$ cat src/rtl/mem_ctrl_if.sv
// Bundle of the fetch port, load/store port, flush input and byte-wide RAM bus used by mem_ctrl.
interface mem_ctrl_if;
    logic        if_req;
    logic [31:0] if_addr;
    logic        if_done;
    logic [31:0] if_inst;
    logic        mem_req;
    logic        mem_we;
    logic [31:0] mem_addr;
    logic [1:0]  mem_len;
    logic [31:0] mem_wdata;
    logic        mem_done;
    logic [31:0] mem_rdata;
    logic        branch_interception;
    logic [31:0] ram_addr;
    logic        ram_wr;
    logic [7:0]  ram_dout;
    logic [7:0]  ram_din;

    modport master (
        output if_req, if_addr, mem_req, mem_we, mem_addr, mem_len, mem_wdata,
               branch_interception, ram_din,
        input  if_done, if_inst, mem_done, mem_rdata, ram_addr, ram_wr, ram_dout
    );

    modport slave (
        input  if_req, if_addr, mem_req, mem_we, mem_addr, mem_len, mem_wdata,
               branch_interception, ram_din,
        output if_done, if_inst, mem_done, mem_rdata, ram_addr, ram_wr, ram_dout
    );
endinterface

$ cat src/rtl/mem_ctrl.sv
// Arbitrates instruction fetches and load/stores onto a byte-wide RAM with one-cycle read latency,
// assembling little-endian words and issuing one done pulse per completed access.
module mem_ctrl (
    input  logic       clk,
    input  logic       rst,
    mem_ctrl_if.slave  bus
);
    localparam int unsigned AW = 32;
    localparam int unsigned DW = 32;
    localparam int unsigned BW = 8;
    localparam int unsigned CW = 3;

    typedef enum logic [2:0] {IDLE, IF_RD, MEM_RD, MEM_WR, DONE} state_e;

    state_e        state_q, state_d;
    logic [CW-1:0] cnt_q, cnt_d;
    logic [CW-1:0] len_q, len_d;
    logic          is_if_q, is_if_d;
    logic          is_wr_q, is_wr_d;
    logic [AW-1:0] ram_addr_q, ram_addr_d;
    logic          ram_wr_q, ram_wr_d;
    logic [BW-1:0] ram_dout_q, ram_dout_d;
    logic [DW-1:0] wdata_q, wdata_d;
    logic [DW-1:0] rbuf_q, rbuf_d;
    logic [DW-1:0] if_inst_q, if_inst_d;
    logic [DW-1:0] mem_rdata_q, mem_rdata_d;
    logic [1:0]    cap_idx;
    logic          in_done, if_deliver, load_done;

    function automatic logic [CW-1:0] len_bytes(input logic [1:0] len);
        case (len)
            2'd0:    return CW'(1);
            2'd1:    return CW'(2);
            default: return CW'(4);
        endcase
    endfunction

    always_ff @(posedge clk or negedge rst) begin
        if (!rst) begin
            state_q     <= IDLE;
            cnt_q       <= '0;
            len_q       <= '0;
            is_if_q     <= 1'b0;
            is_wr_q     <= 1'b0;
            ram_addr_q  <= '0;
            ram_wr_q    <= 1'b0;
            ram_dout_q  <= '0;
            wdata_q     <= '0;
            rbuf_q      <= '0;
            if_inst_q   <= '0;
            mem_rdata_q <= '0;
        end else begin
            state_q     <= state_d;
            cnt_q       <= cnt_d;
            len_q       <= len_d;
            is_if_q     <= is_if_d;
            is_wr_q     <= is_wr_d;
            ram_addr_q  <= ram_addr_d;
            ram_wr_q    <= ram_wr_d;
            ram_dout_q  <= ram_dout_d;
            wdata_q     <= wdata_d;
            rbuf_q      <= rbuf_d;
            if_inst_q   <= if_inst_d;
            mem_rdata_q <= mem_rdata_d;
        end
    end

    // cnt_q counts edges since the grant; read byte cnt_q-1 arrives on ram_din in that cycle.
    always_comb begin
        state_d     = state_q;
        cnt_d       = cnt_q;
        len_d       = len_q;
        is_if_d     = is_if_q;
        is_wr_d     = is_wr_q;
        ram_addr_d  = '0;
        ram_wr_d    = 1'b0;
        ram_dout_d  = '0;
        wdata_d     = wdata_q;
        rbuf_d      = rbuf_q;
        if_inst_d   = if_inst_q;
        mem_rdata_d = mem_rdata_q;
        cap_idx     = 2'(cnt_q - CW'(1));

        unique case (state_q)
            IDLE: begin
                if (bus.mem_req) begin
                    state_d    = bus.mem_we ? MEM_WR : MEM_RD;
                    is_if_d    = 1'b0;
                    is_wr_d    = bus.mem_we;
                    len_d      = len_bytes(bus.mem_len);
                    cnt_d      = '0;
                    rbuf_d     = '0;
                    ram_addr_d = bus.mem_addr;
                    ram_wr_d   = bus.mem_we;
                    ram_dout_d = bus.mem_we ? bus.mem_wdata[BW-1:0] : '0;
                    wdata_d    = bus.mem_wdata >> BW;
                end else if (bus.if_req && !bus.branch_interception) begin
                    state_d    = IF_RD;
                    is_if_d    = 1'b1;
                    is_wr_d    = 1'b0;
                    len_d      = CW'(4);
                    cnt_d      = '0;
                    rbuf_d     = '0;
                    ram_addr_d = bus.if_addr;
                end
            end
            IF_RD, MEM_RD: begin
                if (state_q == IF_RD && bus.branch_interception) begin
                    state_d = IDLE;
                    cnt_d   = '0;
                end else begin
                    if (cnt_q != '0) begin
                        rbuf_d[{cap_idx, 3'b000} +: BW] = bus.ram_din;
                    end
                    if (cnt_q == len_q) begin
                        state_d = DONE;
                    end else begin
                        cnt_d = cnt_q + CW'(1);
                        if (cnt_q + CW'(1) < len_q) begin
                            ram_addr_d = ram_addr_q + AW'(1);
                        end
                    end
                end
            end
            MEM_WR: begin
                if (cnt_q + CW'(1) == len_q) begin
                    state_d = DONE;
                    cnt_d   = len_q;
                end else begin
                    cnt_d      = cnt_q + CW'(1);
                    ram_addr_d = ram_addr_q + AW'(1);
                    ram_wr_d   = 1'b1;
                    ram_dout_d = wdata_q[BW-1:0];
                    wdata_d    = wdata_q >> BW;
                end
            end
            DONE: begin
                state_d = IDLE;
                cnt_d   = '0;
                if (is_if_q) begin
                    if (!bus.branch_interception) begin
                        if_inst_d = rbuf_q;
                    end
                end else if (!is_wr_q) begin
                    mem_rdata_d = rbuf_q;
                end
            end
            default: begin
                state_d = IDLE;
                cnt_d   = '0;
            end
        endcase
    end

    // A flush during the DONE cycle of a fetch suppresses the pulse and keeps the old word visible.
    assign in_done    = (state_q == DONE);
    assign if_deliver = in_done && is_if_q && !bus.branch_interception;
    assign load_done  = in_done && !is_if_q && !is_wr_q;

    assign bus.if_done   = if_deliver;
    assign bus.if_inst   = if_deliver ? rbuf_q : if_inst_q;
    assign bus.mem_done  = in_done && !is_if_q;
    assign bus.mem_rdata = load_done ? rbuf_q : mem_rdata_q;
    assign bus.ram_addr  = ram_addr_q;
    assign bus.ram_wr    = ram_wr_q;
    assign bus.ram_dout  = ram_dout_q;
endmodule

$ cat src/flat_wrapper.sv
// flat-port wrapper written by rule: the top's interface ports become plain ports
module mem_ctrl_flat 
  (clk, rst, bus_if_req, bus_if_addr, bus_mem_req, bus_mem_we, bus_mem_addr, bus_mem_len, bus_mem_wdata, bus_branch_interception, bus_ram_din, bus_if_done, bus_if_inst, bus_mem_done, bus_mem_rdata, bus_ram_addr, bus_ram_wr, bus_ram_dout);
  mem_ctrl_if bus_i ();
  input  logic clk;
  input  logic rst;
  input wire logic [$bits(bus_i.if_req)-1:0] bus_if_req;
  input wire logic [$bits(bus_i.if_addr)-1:0] bus_if_addr;
  input wire logic [$bits(bus_i.mem_req)-1:0] bus_mem_req;
  input wire logic [$bits(bus_i.mem_we)-1:0] bus_mem_we;
  input wire logic [$bits(bus_i.mem_addr)-1:0] bus_mem_addr;
  input wire logic [$bits(bus_i.mem_len)-1:0] bus_mem_len;
  input wire logic [$bits(bus_i.mem_wdata)-1:0] bus_mem_wdata;
  input wire logic [$bits(bus_i.branch_interception)-1:0] bus_branch_interception;
  input wire logic [$bits(bus_i.ram_din)-1:0] bus_ram_din;
  output wire logic [$bits(bus_i.if_done)-1:0] bus_if_done;
  output wire logic [$bits(bus_i.if_inst)-1:0] bus_if_inst;
  output wire logic [$bits(bus_i.mem_done)-1:0] bus_mem_done;
  output wire logic [$bits(bus_i.mem_rdata)-1:0] bus_mem_rdata;
  output wire logic [$bits(bus_i.ram_addr)-1:0] bus_ram_addr;
  output wire logic [$bits(bus_i.ram_wr)-1:0] bus_ram_wr;
  output wire logic [$bits(bus_i.ram_dout)-1:0] bus_ram_dout;
  assign bus_i.if_req = bus_if_req;
  assign bus_i.if_addr = bus_if_addr;
  assign bus_i.mem_req = bus_mem_req;
  assign bus_i.mem_we = bus_mem_we;
  assign bus_i.mem_addr = bus_mem_addr;
  assign bus_i.mem_len = bus_mem_len;
  assign bus_i.mem_wdata = bus_mem_wdata;
  assign bus_i.branch_interception = bus_branch_interception;
  assign bus_i.ram_din = bus_ram_din;
  assign bus_if_done = bus_i.if_done;
  assign bus_if_inst = bus_i.if_inst;
  assign bus_mem_done = bus_i.mem_done;
  assign bus_mem_rdata = bus_i.mem_rdata;
  assign bus_ram_addr = bus_i.ram_addr;
  assign bus_ram_wr = bus_i.ram_wr;
  assign bus_ram_dout = bus_i.ram_dout;
  mem_ctrl u_core (.clk(clk), .rst(rst), .bus(bus_i));
endmodule
$ cat config.mk
export PLATFORM = sky130hd
export DESIGN_NAME = mem_ctrl_flat
export DESIGN_NICKNAME = d
export VERILOG_FILES = /design/src/rtl/mem_ctrl_if.sv /design/src/rtl/mem_ctrl.sv /design/src/flat_wrapper.sv
export SDC_FILE = /design/constraint.sdc
export NUM_CORES = 1
export LEC_CHECK = 0
export ABC_AREA = 0
export BUFFER_PORTS_ARGS = -buffer_cell sky130_fd_sc_hd__buf_2
export CORE_ASPECT_RATIO = 2
export CORE_MARGIN = 5
export CORE_UTILIZATION = 57
export DETAILED_ROUTE_END_ITERATION = 16
export PLACE_DENSITY_LB_ADDON = 0.1
export SLEW_MARGIN = 25
export SYNTH_ARGS = -nofsm -noshare
export SYNTH_HDL_FRONTEND = slang
export SYNTH_SLANG_ARGS = --single-unit
$ cat constraint.sdc
create_clock -name clk -period 6.16 [get_ports clk]
set_input_delay 0.616 -clock clk [delete_from_list [all_inputs] [get_ports clk]]
set_output_delay 0.616 -clock clk [all_outputs]
set_load 0.01 [all_outputs]
# Word-level counts from Yosys, hierarchy flattened
# Cells that the tools add are included.
# op_classes
add_sub_neg	4
n_mul	0
div_mod_pow	0
n_lt_le_gt_ge	1
eq_ne	15
shift	2
mux	45
bitwise	3
n_reduce_logical	23
# ops
op	count
$mux W32	14
$pmux W32 S2	2
$pmux W32 S3	1
$mux W3	12
$add A32 B1 Y32 const B	1
$bwmux W32	1
$shift A8 B7 Y32 const A	1
$shiftx A8 B7 Y32	1
$mux W8	3
$pmux W3 S3	2
$pmux W8 S2	1
$reduce_and A3 Y1	4
$mux W1	7
$neg A5 Y7	1
$eq A3 B2 Y1 const B	2
$eq A3 B3 Y1	2
$logic_and A1 B1 Y1	6
$ne A2 B2 Y1 const B	3
$ne A3 B2 Y1 const B	2
$pmux W3 S2	1
$reduce_bool A2 Y1	3
$ne A2 B1 Y1 const B	2
$reduce_and A2 Y1	2
$reduce_and A4 Y1	1
other kinds (14)	18
# totals
regBits	180
latch_bits	0
mem_bits_rw	0
mem_bits_ro	0
out_inout_bits	107
elab_cells	105
memories	0

# Longest topological paths before layout
# Gate-level depths: netlist (run 1).
# logic_depth
ltp_word	7
ltp_mapped	9
mapped_depth_nobuf	8

# Least setup slack after synthesis (run 1)
# No wires, ideal clock.
# synth_timing
path_type	reg-to-output
start	reg u_core.state_q[1]
end	out bus_mem_rdata[1]
t_arrival_ps	1814
required_time_ps	5544
setup_slack_ps	3730
stages_incl_launch_ff	7
path_buffers	2
path_cell_list	dfrtp_1 > buf_2 > nor2_1 > nand2_1 > nor3_2 > buf_2 > mux2_1
# synth_via
elab_chain_cells	4
# synth_rtl
item	line_no	text
start: declaration	mem_ctrl.sv:15	state_e state_q, state_d;
start signal: assignment	mem_ctrl.sv:53	state_q <= state_d;
$eq A3 B3 Y1	mem_ctrl.sv:156	assign in_done = (state_q == DONE);
$logic_and A1 B1 Y1 (2 in series)	mem_ctrl.sv:158	assign load_done = in_done && !is_if_q && !is_wr_q;
$mux W32	mem_ctrl.sv:163	assign bus.mem_rdata = load_done ? rbuf_q : mem_rdata_q;
end: declaration	flat_wrapper.sv:19	output wire logic [$bits(bus_i.mem_rdata)-1:0] bus_mem_rdata;
# Every way passes these cells.

# Final worst setup path (run 1)
# layout_timing
start	reg u_core.state_q[0]
end	out bus_mem_rdata[20]
# Same word-level chain as after synthesis.

==> metrics, run 1 <==
pre-CTS setup slack 3.23 ns; fillers 1195; CTS Buf Count 17; Hold/Removal Path Class in2async; syn_nets 903; post-synthesis sequential area ratio 52.0%; Routed WL per cell 17.0 µm; final worst slack 2.78 ns; clock skew 0.0106 ns; Synth Area in XOR/XNOR 3.49%; Worst Path Required 5.54 ns; Core Region 14400 µm²; DP HPWL 14900 µm; Die X 95.2 µm; Final Slew Violations 0; Die Ht 180 µm; H-tree levels 4; peak supply drop 0.253 mV; Post-Synthesis Cells 781; Post-DP Area 9490 µm²; vias in the first global route 6863; largest family of logic cells by synthesized area multiplexers; netlist area before placement 8270 µm²; Seq cells post-synth 172; GRT Overall Usage 24.2%; Period minus WS final 3.38 ns; Worst Tran Pin Value 1.03 ns; commonest non-fill, non-tap cell in the layout buf_2; vias 6533; unrepaired setup endpoints after global routing no; Port-buffer cells 218; MaxCap Viol Count 0; routability congestion estimate 0.861; final non-filler cell total 1190; Synth async-reset ratio 100%; die footprint 17200 µm²; clock-pin transition on the worst setup and hold timing paths 0.07 ns; synth-to-layout area growth 22.3%; endpoints failing setup 0; largest net degree at the start of global routing 105; # rows 62; f_max 296 MHz; Net count, final 1106; global-route wire length before repair 32900 µm; CP startpoint kind flip-flop; Slew headroom 30.7%; Final Hold Viols 0; status finished clean; Leakage 5.25 nW; post-route cell area 10100 µm²; Unique masters post-synth 53; Yosys warnings 0; post-synth top area share 52.0%; hold slack 0.299 ns; most frequent cells in the layout buf_2, dfrtp_1, nand2_1; simple-gate portion of the synthesized area 12.4%; Vias/cell 5.49; Final Routed Wirelength 20200 µm; Post-CTS Resized 0; synth top area cells dfrtp_1, mux2_2, nand2_1; DRC viols 0; Cells after DPL 1157; number of synthesized flops with an enable pin 0; DRT antenna net count 0; proportion of synthesized area in mux cells 13.4%; setup TNS 0 ns; Final Cycle Share 54.9%; first-pass iteration count of the detailed router 4; CP max FO 64; crit path DAT 2.76 ns; Starting Density 57.6%; GR Overflow Total 0; Worst-Skew Late Latency 0.42 ns; initial antenna violation count 1; largest buffer count on any clock path 2; Post-synth top flop dfrtp_1; initial drt markers 150; # Post-CTS Setup Buffers 0; Hold Buf Count CTS 0; Post-Synth Adder-Cell Area 1.65%; dominant cell type by area after synthesis dfrtp_1; post-synthesis compound-gate area fraction 13.2%; crit end category primary output; power density cells 407 nW/µm²; CTS tree built; share of layout cells above drive strength 1 33.2%; clock sink count 172; Clock Tree Root clkbuf_16; CP Class reg2out; Mean Syn Cell Area 10.6 µm²; I/O pin cnt 219
## flip-flops by register name, summed over array words and instances (netlist names)
signal,cells
u_core.bus.ram_addr,32
u_core.bus.ram_dout,8
u_core.bus.ram_wr,1
u_core.cnt_q,3
u_core.if_inst_q,32
u_core.is_if_q,1
u_core.is_wr_q,1
u_core.len_q,3
u_core.mem_rdata_q,32
u_core.rbuf_q,32
u_core.state_q,3
u_core.wdata_q,24
## logic make-up after synthesis
family,Yosys count
and+or+nand+nor,218
DFF,172
xor gates and xnor gates,33
muxes,103
adders and majority gates,11
buffers and inverters,72
AOI/OAI and AO/OA,172
## where the power goes
part	total (W)	switching, W	internal [W]
combinational	0.00136	0.000791	0.000571
sequential	0.00164	0.000240	0.00140
clock	0.00111	0.000487	0.000623
total	0.00411	0.00152	0.00260
## final cells by class
type | count | area, µm² | share of cell area [%]
antenna | 1 | 2.50 | 0.0247
clock buffer | 17 | 425 | 4.21
clock inverter | 15 | 195 | 1.93
inverter | 31 | 116 | 1.15
multi-input combinational | 537 | 3670 | 36.3
sequential | 172 | 4300 | 42.6
tap | 192 | 240 | 2.38
timing repair buffer | 225 | 1160 | 11.4
## Yosys cell counts, types with 2 or more instances
| master | n |
|---|---|
| nand3_1 | 34 |
| mux2_1 | 2 |
| a21o_1 | 5 |
| mux2i_1 | 39 |
| nor2b_1 | 5 |
| buf_2 | 14 |
| o21ai_0 | 82 |
| mux2_2 | 62 |
| o21ai_1 | 17 |
| a22o_1 | 20 |
| buf_6 | 3 |
| nor3_2 | 2 |
| xnor2_1 | 5 |
| o21a_1 | 3 |
| nor3_1 | 8 |
| nor2_1 | 15 |
| dfrtp_1 | 172 |
| nand4_1 | 8 |
| ha_1 | 10 |
| nand2_1 | 124 |
| xor2_1 | 28 |
| nand2b_1 | 2 |
| a22oi_1 | 33 |
| buf_1 | 2 |
| nor4_4 | 2 |
| and3_1 | 5 |
| clkbuf_1 | 21 |
| inv_1 | 30 |
| a21oi_1 | 3 |
| nand4b_1 | 2 |
## through the flow
stage	total power, W	utilization [%]
floorplan	0.00259	-
global placement	0.00299	66.0
detailed placement	0.00303	66.1
CTS	0.00415	70.4
global route	0.00437	70.5
finish	0.00411	70.5
## layer usage
layer	part of all wire, %	up-vias	GRT usage [%]	wire length [µm]
li1	-	3151	-	-
met1	36	3152	26.0	7340
met2	55	193	44.3	11000
met3	5.7	37	5.14	1160
met4	3.4	0	9.95	685
met5	0	-	0	0
## worst max-delay path, cell delays in order, from the launching register on
cell and delay (ns):
dfrtp_1 0.50, nor2_1 0.29, nand2_1 0.17, nor3_4 0.15, buf_4 0.64, mux2_2 0.42
buf_2 0.14
## path summary, 6_finish.rpt
path,startpoint,to,slack (ns),cells after the start
setup / recovery,u_core.state_q[0],bus_mem_rdata[20],2.78,6
hold / removal,rst,u_core.if_inst_q[1],0.30,1
setup reg to reg,u_core.cnt_q[0],u_core.bus.ram_addr[28],3.28,7
hold reg to reg,u_core.wdata_q[19],u_core.wdata_q[19],0.47,2
max in group asynchronous,rst,u_core.mem_rdata_q[21],4.52,2
min in group clk,bus_mem_len[1],u_core.len_q[0],0.40,2
No activity file was read; power rests on OpenSTA's default activity.
==> run 2: changes to the inputs <==
--- a/config.mk
+++ b/config.mk
@@ -9,7 +9,7 @@
 export BUFFER_PORTS_ARGS = -buffer_cell sky130_fd_sc_hd__buf_2
 export CORE_ASPECT_RATIO = 2
 export CORE_MARGIN = 5
-export CORE_UTILIZATION = 57
+export CORE_UTILIZATION = 48
 export DETAILED_ROUTE_END_ITERATION = 16
 export PLACE_DENSITY_LB_ADDON = 0.1
 export SLEW_MARGIN = 25
==> constraint.sdc (replaced) <==
create_clock -name clk -period 2.9 [get_ports clk]
set_input_delay 0.29 -clock clk [delete_from_list [all_inputs] [get_ports clk]]
set_output_delay 0.29 -clock clk [all_outputs]
set_load 0.01 [all_outputs]
==> run 2 against run 1 <==
Net effect:
- register-to-register slack lost 3.0 ns
- die area grew 17%
- sequential share of layout area shrank 0.35 points
- hold slack lost 0.25 ns
- first-iteration DRC count grew 47%
- flip-flop and latch count is the same
- cell count grew 2.3%
- largest power group unchanged
- highest routed layer unchanged
==> metrics, run 2 (synthesis gave the netlist of run 1 again) <==
Int Power 0.00547 W; CTS tree built; Period minus WS final 2.71 ns; Final Hold Viols 0; Die Ht 196 µm; CP Class reg2out; H-tree levels 4; CP startpoint kind flip-flop; Comb pwr share 34.2%; f_max 369 MHz; MaxCap Viol Count 0; worst r2r path cells 7; hold path startpoint bus_mem_len[1]; GR Overflow Total 0; share of layout cells above drive strength 1 33.4%; Worst-Skew Late Latency 0.43 ns; Worst Path Required 2.61 ns; global-route wire length before repair 33100 µm; endpoints failing setup 0; vias in the first global route 6642; clock sink count 172; Hold/Removal Path Class in2reg; Routed WL per cell 16.7 µm; # rows 68; Worst Hold Path Cells 2; DRC viols 0; clock-pin transition on the worst setup and hold timing paths 0.07 ns; routability congestion estimate 0.797; initial drt markers 220; Net count, final 1116; Port-buffer cells 218; Final Cycle Share 93.4%; Slew headroom 49.0%; Worst Tran Pin Value 0.765 ns; unrepaired setup endpoints after global routing no; first-pass iteration count of the detailed router 4; Cells after DPL 1184; R2R setup slack 0.27 ns; Clock Tree Root clkbuf_16; worst r2r src u_core.cnt_q[1]; status finished clean; DRT antenna net count 0; initial antenna violation count 1; Leakage 5.28 nW; CP max FO 64; Flop pwr share 40.2%; fillers 1526; DP HPWL 15100 µm; GRT Overall Usage 20.8%; commonest non-fill, non-tap cell in the layout buf_2; RR Endpoint u_core.rbuf_q[27]; Endpoint, Worst Hold u_core.len_q[0]; largest buffer count on any clock path 2; Die X 103 µm; largest net degree at the start of global routing 85; Vias/cell 5.30; vias 6456; die footprint 20100 µm²; I/O pin cnt 219; clock share of power 25.6%; most frequent cells in the layout buf_2, dfrtp_1, nand2_1; Switch Pwr 0.00312 W; power density cells 843 nW/µm²; Post-CTS Resized 0; Core Region 17100 µm²; clock skew 0.0126 ns; Switching Share 36.3%; CTS Buf Count 17; crit end category primary output; peak supply drop 0.478 mV; final non-filler cell total 1217; crit path DAT 2.42 ns; Final Routed Wirelength 20400 µm; Starting Density 48.4%; setup TNS 0 ns; synth-to-layout area growth 23.3%; Final Slew Violations 0
[run 2: repair_timing]
| item | CTS | global route |
|---|---|---|
| hold endpoints to repair | 82 | 0 |
| buffers inserted | 0 | 0 |
| hold buffers | 1 | 0 |
| setup endpoints to repair | 0 | 0 |
[run 2: cell type report]
class | count | area, µm² | share of cell area [%]
flip-flops and latches | 172 | 4300 | 42.2
repair buffers | 235 | 1280 | 12.5
inverters | 31 | 116 | 1.14
clock inverters | 10 | 106 | 1.04
diodes | 1 | 2.50 | 0.0245
well taps | 210 | 263 | 2.58
clock buffers | 21 | 460 | 4.51
multi-input cells | 537 | 3670 | 36.0
[run 2: worst max-delay path by stage]
stage / start / end / slack (ns) / cells past startpoint
after global routing: u_core.state_q[0] / bus_mem_rdata[16] / 0.03 / 6
after global placement: u_core.cnt_q[1] / u_core.rbuf_q[4] / 0.39 / 7
after floorplan: u_core.cnt_q[0] / u_core.rbuf_q[0] / 0.62 / 8
after detailed placement: u_core.cnt_q[1] / u_core.rbuf_q[19] / 0.31 / 7
after CTS: u_core.state_q[0] / bus_mem_rdata[13] / 0.17 / 6
final: u_core.state_q[0] / bus_mem_rdata[22] / 0.19 / 6
[run 2: power groups by stage]
stage | logic [W] | registers (W) | clock network (W)
after floorplan | 0.00204 | 0.00346 | 0
after CTS | 0.00299 | 0.00346 | 0.00225
after global placement | 0.00291 | 0.00347 | 0
after detailed placement | 0.00297 | 0.00350 | 0
final | 0.00294 | 0.00346 | 0.00220
after global routing | 0.00326 | 0.00354 | 0.00236
[run 2: worst max-delay path: stages, from the launching register on]
cell and delay (ns):
dfrtp_1 0.51, nor2_1 0.26, nand2_1 0.15, nor3_4 0.19, buf_12 0.32, mux2_2 0.39
buf_2 0.14
[run 2: per-stage QoR]
stage	hold slack (ns)	area, µm²	setup slack, ns	utilization [%]	power (W)
finish	0.0538	10200	0.191	59.6	0.00859
global route	0.0476	10200	0.0337	59.6	0.00916
CTS	0.0401	10200	0.169	59.6	0.00870
detailed placement	0.404	9620	0.309	56.2	0.00647
global placement	0.412	9620	0.387	56.2	0.00638
floorplan	-0.00559	8270	0.621	-	0.00549
[run 2: layer usage]
layer | GRT usage [%] | vias up | part of all wire, %
li1 | - | 3178 | -
met5 | 0 | - | 0
met4 | 6.96 | 0 | 2.1
met3 | 3.81 | 28 | 5.0
met2 | 35.0 | 158 | 52
met1 | 26.8 | 3092 | 41
==> run 3: changes to the inputs <==
--- a/config.mk
+++ b/config.mk
@@ -12,6 +12,7 @@
 export CORE_UTILIZATION = 48
 export DETAILED_ROUTE_END_ITERATION = 16
 export PLACE_DENSITY_LB_ADDON = 0.1
+export SETUP_SLACK_MARGIN = 0.3
 export SLEW_MARGIN = 25
 export SYNTH_ARGS = -nofsm -noshare
 export SYNTH_HDL_FRONTEND = slang
==> run 3 against run 2 <==
Net effect:
- power increased by 1.8%
- critical path type is now reg2reg
- clock power about the same
- sequential share of layout area decreased by 0.51 points
==> metrics, run 3 (synthesis gave the netlist of run 1 again) <==
status finished clean; Core Region 17100 µm²; Worst Tran Pin Value 0.768 ns; Worst Path Required 3.24 ns; vias in the first global route 6732; power density cells 846 nW/µm²; Clock Tree Root clkbuf_16; Port-buffer cells 218; Worst Hold Path Cells 2; met3 wire length 1140 µm; largest buffer count on any clock path 2; largest net degree at the start of global routing 85; Slew headroom 48.8%; WL met2 10900 µm; hold path startpoint bus_mem_len[1]; Final Slew Violations 0; f_max 401 MHz; initial drt markers 256; fin util 60.4%; Crit path largest cell delay 0.50 ns; synth-to-layout area growth 24.9%; setup TNS 0 ns; DRT antenna net count 0; Routed WL per cell 17.2 µm; worst r2r path cells 7; share of layout cells above drive strength 1 34.7%; I/O pin cnt 219; worst r2r src u_core.cnt_q[1]; most frequent cells in the layout buf_2, dfrtp_1, nand2_1; endpoints failing setup 0; clock-pin transition on the worst setup and hold timing paths 0.07 ns; clock sink count 172; Final Cycle Share 86.0%; MaxCap Viol Count 0; GR Overflow Total 0; Worst-Skew Late Latency 0.42 ns; Endpoint, Worst Hold u_core.len_q[0]; # rows 68; initial antenna violation count 1; total power 0.00874 W; crit path DAT 2.83 ns; H-tree levels 4; peak supply drop 0.478 mV; R2R setup slack 0.41 ns; pre-CTS setup slack 0.309 ns; Die Ht 196 µm; RR Endpoint u_core.rbuf_q[27]; vias 6486; global-route wire length before repair 34000 µm; Starting Density 48.4%; unrepaired setup endpoints after global routing yes; first-pass iteration count of the detailed router 6; Vias/cell 5.29; CTS Buf Count 17; Hold/Removal Path Class in2reg; die footprint 20100 µm²; Worst path slowest cell a2111oi_4; Net count, final 1125; DP HPWL 15100 µm; crit end category flip-flop; routability congestion estimate 0.797; commonest non-fill, non-tap cell in the layout buf_2; Crit. path cell count 7; Leakage 5.35 nW; Crit. Startpoint u_core.cnt_q[1]; DRC viols 0; Die X 103 µm; crit path cell chain inv_1 > ha_1 > nor2b_1 > maj3_2 > a2111oi_4 > o21a_2 > mux2i_1; GRT Overall Usage 21.5%; clock skew 0.0126 ns; Final Hold Viols 0; Buffers & Inverters on Critical Path 1; CP Class reg2reg; CP startpoint kind flip-flop; Period minus WS final 2.49 ns; Top delay family on crit path compound AO/OA/AOI/OAI gates; Final Routed Wirelength 21100 µm; metal1 wirelength 8560 µm; final worst slack 0.406 ns; CP max FO 8; CTS tree built; max layer used met4
run 3: power breakdown:
group,total (W),internal (W),switching (W)
clock network,0.00220,0.00124,0.000963
registers,0.00343,0.00298,0.000449
logic,0.00311,0.00135,0.00176
total,0.00874,0.00557,0.00317
run 3: metal layers:
layer	track usage [%]	up-vias
li1	-	3190
met1	27.6	3110
met2	36.0	157
met3	4.02	29
met4	7.30	0
met5	0	-
run 3: how the worst max path moves through the flow:
stage / endpoint / slack, ns
3_5_place_dp: u_core.rbuf_q[19] / 0.31
5_1_grt: u_core.rbuf_q[7] / 0.23
6_report: u_core.rbuf_q[27] / 0.41
3_3_place_gp: u_core.rbuf_q[4] / 0.39
4_1_cts: bus_mem_rdata[13] / 0.31
2_1_floorplan: u_core.rbuf_q[0] / 0.62
run 3: worst register-to-register path: cells and delay by family (launching register included):
| family | cells | cell delay [ns] |
|---|---|---|
| AO/OA/AOI/OAI | 2 | 0.89 |
| adder cells (fa/ha/maj) | 2 | 0.57 |
| buffers and inverters | 1 | 0.12 |
| flip-flops | 1 | 0.46 |
| multiplexers | 1 | 0.24 |
| AND/OR/NAND/NOR | 1 | 0.14 |
run 3: metrics by stage:
stage          hold slack (ns)  std cells  area (µm²)
2_1_floorplan         -0.00559        781        8270
3_3_place_gp             0.412       1184        9620
3_5_place_dp             0.404       1184        9620
4_1_cts                 0.0401       1221       10300
5_1_grt                 0.0489       1226       10300
6_report                0.0551       1226       10300
run 3: layout make-up:
class / count / area [µm²]
fillers: 1517 / 6770
flip-flops and latches: 172 / 4310
multi-input cells: 537 / 3680
repair buffers: 244 / 1400
clock buffers: 21 / 460
well taps: 210 / 263
inverters: 31 / 116
clock inverters: 10 / 106
diodes: 1 / 2.50
run 3: timing repair:
action,4_1_cts,5_1_grt
cloned,2,0
buffers inserted,3,4
hold buffers,1,0
endpoints found under the setup margin,49,58
resized for setup,8,0
pin swaps,1,0
hold endpoints to repair,82,0
